$ cat config.mk
export PLATFORM = sky130hd
export DESIGN_NAME = sat_counter
export DESIGN_NICKNAME = d
export VERILOG_FILES = /design/src/rtl/sat_counter.sv
export SDC_FILE = /design/constraint.sdc
export NUM_CORES = 1
export LEC_CHECK = 0
export BUFFER_PORTS_ARGS = -buffer_cell sky130_fd_sc_hd__buf_4
export CAP_MARGIN = 30
export CORE_AREA = 8 8 51 53
export CTS_BUF_LIST = sky130_fd_sc_hd__clkbuf_8
export CTS_CLUSTER_SIZE = 40
export DETAILED_ROUTE_END_ITERATION = 12
export DIE_AREA = 0 0 59 61
export PLACE_DENSITY = 0.82
export SLEW_MARGIN = 20
export SYNTH_ARGS = -nofsm -noshare
export SYNTH_HDL_FRONTEND = slang
export SYNTH_SLANG_ARGS = --single-unit
$ cat constraint.sdc
create_clock -name clk -period 2 [get_ports clk]
set_clock_uncertainty 0.1 [all_clocks]
set_input_delay 0 -clock clk [delete_from_list [all_inputs] [get_ports clk]]
set_output_delay 0 -clock clk [all_outputs]
set_load 0.03 [all_outputs]
$ cat src/rtl/sat_counter.sv
// sat_counter: up-counter that sticks at all-ones instead of wrapping.
module sat_counter #(
    parameter int CNT_W = 16
) (
    input  logic             clk,
    input  logic             rst_n,
    input  logic             inc,
    output logic [CNT_W-1:0] q
);

    // Count increments, holding once the maximum value is reached.
    always_ff @(posedge clk or negedge rst_n) begin
        // NOTE: sequential state is assigned with <= so every flop samples pre-edge values.
        if (!rst_n) begin
            q <= '0;
        end else if (inc && (q != '1)) begin
            q <= q + CNT_W'(1);
        end
    end

endmodule

==> impl_metrics.ini <==
[layout]
drive_gt1_frac = 0.326
ff_latch_area_sq_um = 400
fill_cells = 159
design_area_sq_um = 1090
fin_nets = 101
top_register = q
biggestRegsByFlops = q (16)
areaGrowthSynthToFinish_pct = 26.8
multiInputGateArea_sq_um = 459
diodes = 0
largest_reg_flops = 16

[die]
die_width_um = 59
die_area_sq_um = 3600
coreArea_sq_um = 1840
die_y_um = 61
io-pin-count = 19
rows = 16
start_util = 0.467

[grt]
grt_usage = 0.117
grt_pass1_vias = 706
antenna_found_initial = 0
grt_pass1_wl_mm = 3.17
grt_start_max_net_pins = 17
grt_overflow = 0

[setup_path]
crit_path_top_delay_cell = dfrtp_1
required_ns = 2.03
path_buf_inv = 0
endpoint_kind = flop
crit_chain = and4_1, nand3_4, o31ai_4, mux2_1
rr_worst_depth = 4
worst-setup-path-type = flop to flop
path_depth = 4
cpPeakStageDelay_ns = 0.46
crit_arrival_ns = 1.77
timing.rr.end = q[1]$_DFFE_PN0P_
crit-reg2reg-launch = q[13]$_DFFE_PN0P_
critPathTopFamily = simple AND/OR/NAND/NOR gates
r2r_slack_ns = 0.26
cp-start-kind = flop
cp_max_fo = 8

[sta]
drv_slew = 0
rsz0062_at_grt = no
tns_ns = 0
fmax_mhz = 576
worst_slew_pin_slew_ns = 0.373
finalSetupViolCount = 0
fin_crit_sh = 0.869
slew_headroom = 0.751
min_period_ns = 1.74
finalHoldViolCount = 0

[yosys]
yosys.area.top_type_share = 0.466
synth.largest_area_cell = dfrtp_1
ys_types = 27
ys_ff_latch = 16
synthSimpleGateAreaFrac = 0.303
synth_nets = 76
synth_cells = 72
synthMuxAreaShare = 0.0131
synthTopCellsByArea = dfrtp_1, nand4_1, xnor2_1
yosysSeqAreaShare = 0.466
syn_area_sq_um = 860
ys_warn_count = 0
synth_fa_ha_area_frac = 0.0146
synth_compound_area_frac = 0.132
syn-mean-instance-area_sq_um = 11.9
synth_top_family_by_area = simple AND/OR/NAND/NOR gates
synthXorXnorAreaFrac = 0.0713

[cts]
h-tree-depth = 1
numCtsBuffers = 3
clock_path_buffers = 2
path_clk_slew_ns = 0.06
cts_root_buf = clkbuf_8
clock_latency_ns = 0.25
post_cts_resize_count = 0
post_cts_buffers = 0
tritoncts = built
cts.sinks = 16

[detailed_routing]
wl_per_cell_um = 16.2
drc = 0
wl_met1_um = 839
drt_iter0_drc = 5
drtPass1Iterations = 4
ant_nets = 0
wl_met3_um = 102
wl_met2_um = 974
wl_mm = 1.97
via_count = 714
vias_per_cell = 5.85
top_layer_used = met4

[power_and_ir_drop]
p_leak_nw = 0.483
total_power_mw = 1.12
power_density_nw_per_um2 = 1030
ir_worst_vdd_v = 0.000658

[run_status]
outcome = finished, final reports clean

[min_path]
min_path_type = input pin to async pin

[place]
place_area_sq_um = 1030
gp_congestion = 0.804
port_buffers = 18
dp_hpwl_mm = 1.47

[job]
maxCapViolations = 0
-- routing by layer --
metal	track usage	up-vias
met5	0	-
met4	0.0751	0
met3	0.0381	7
met2	0.202	24
met1	0.119	350
li1	-	333
-- cell usage after synthesis --
library cell and n:
a21oi_1 3, a31oi_1 3, a32oi_1 1, and3_1 2, and4_1 1, and4_2 1
and4_4 1, and4b_1 1, dfrtp_1 16, ha_1 1, mux2_1 1, nand2_1 4
nand3_1 5, nand3_4 1, nand4_1 8, nand4_2 1, nand4_4 1, nor2_1 2
nor2_2 1, nor3_2 1, nor4_4 2, o211ai_1 1, o21a_1 5, o21ai_0 1
o31ai_4 1, xnor2_1 5, xor2_1 2
-- where the power goes --
| part | leakage (nW) | switching, mW | total [mW] | internal, mW |
|---|---|---|---|---|
| clock | 0.0216 | 0.104 | 0.238 | 0.134 |
| sequential | 0.213 | 0.107 | 0.494 | 0.387 |
| combinational | 0.249 | 0.241 | 0.390 | 0.148 |
-- worst max-delay path by stage --
stage                 startpoint                end  slack [ns]
2_1_floorplan  q[13]$_DFFE_PN0P_   q[1]$_DFFE_PN0P_        0.23
3_3_place_gp   q[13]$_DFFE_PN0P_   q[1]$_DFFE_PN0P_        0.30
3_5_place_dp   q[13]$_DFFE_PN0P_   q[1]$_DFFE_PN0P_        0.29
4_1_cts        q[13]$_DFFE_PN0P_   q[1]$_DFFE_PN0P_        0.27
5_1_grt         q[0]$_DFFE_PN0P_  q[14]$_DFFE_PN0P_        0.17
6_report       q[13]$_DFFE_PN0P_   q[1]$_DFFE_PN0P_        0.26
-- kinds of logic after synthesis --
logic type	after synthesis
AO/OA/AOI/OAI	15
XOR/XNOR	7
adder cells (fa/ha/maj)	1
flip-flops	16
multiplexers	1
AND/OR/NAND/NOR	32
-- area by class of cell --
class | count | share of cell area
clock buffer | 3 | 0.0379
sequential | 16 | 0.367
multi-input combinational | 56 | 0.421
timing repair buffer | 20 | 0.142
tap | 27 | 0.0310
-- through the flow --
| stage | utilization | setup slack [ns] | hold slack [ns] | cells |
|---|---|---|---|---|
| detailed placement | 0.558 | 0.291 | -0.226 | 117 |
| CTS | 0.592 | 0.265 | 0.0520 | 122 |
| global route | 0.592 | 0.168 | 0.0628 | 122 |
| global placement | 0.558 | 0.302 | -0.231 | 117 |
| floorplan | - | 0.229 | -0.396 | 72 |
| finish | 0.592 | 0.263 | 0.0392 | 122 |
-- layout by cell type (no fill, tap or decap), types with 2 or more instances in the layout --
master         instances
a21oi_1                3
a31oi_1                3
and3_1                 2
buf_4                 18
clkbuf_8               3
dfrtp_1               16
dlygate4sd3_1          2
nand2_1                4
nand3_1                5
nand4_1                8
nor2_1                 2
nor4_4                 2
o21a_1                 5
xnor2_1                5
xor2_1                 2
-- timing repair --
action,in CTS,in global routing
endpoints found under the hold margin,17,0
hold buffers,2,0
setup endpoints to repair,0,0
(Power assumes the default switching activity.)
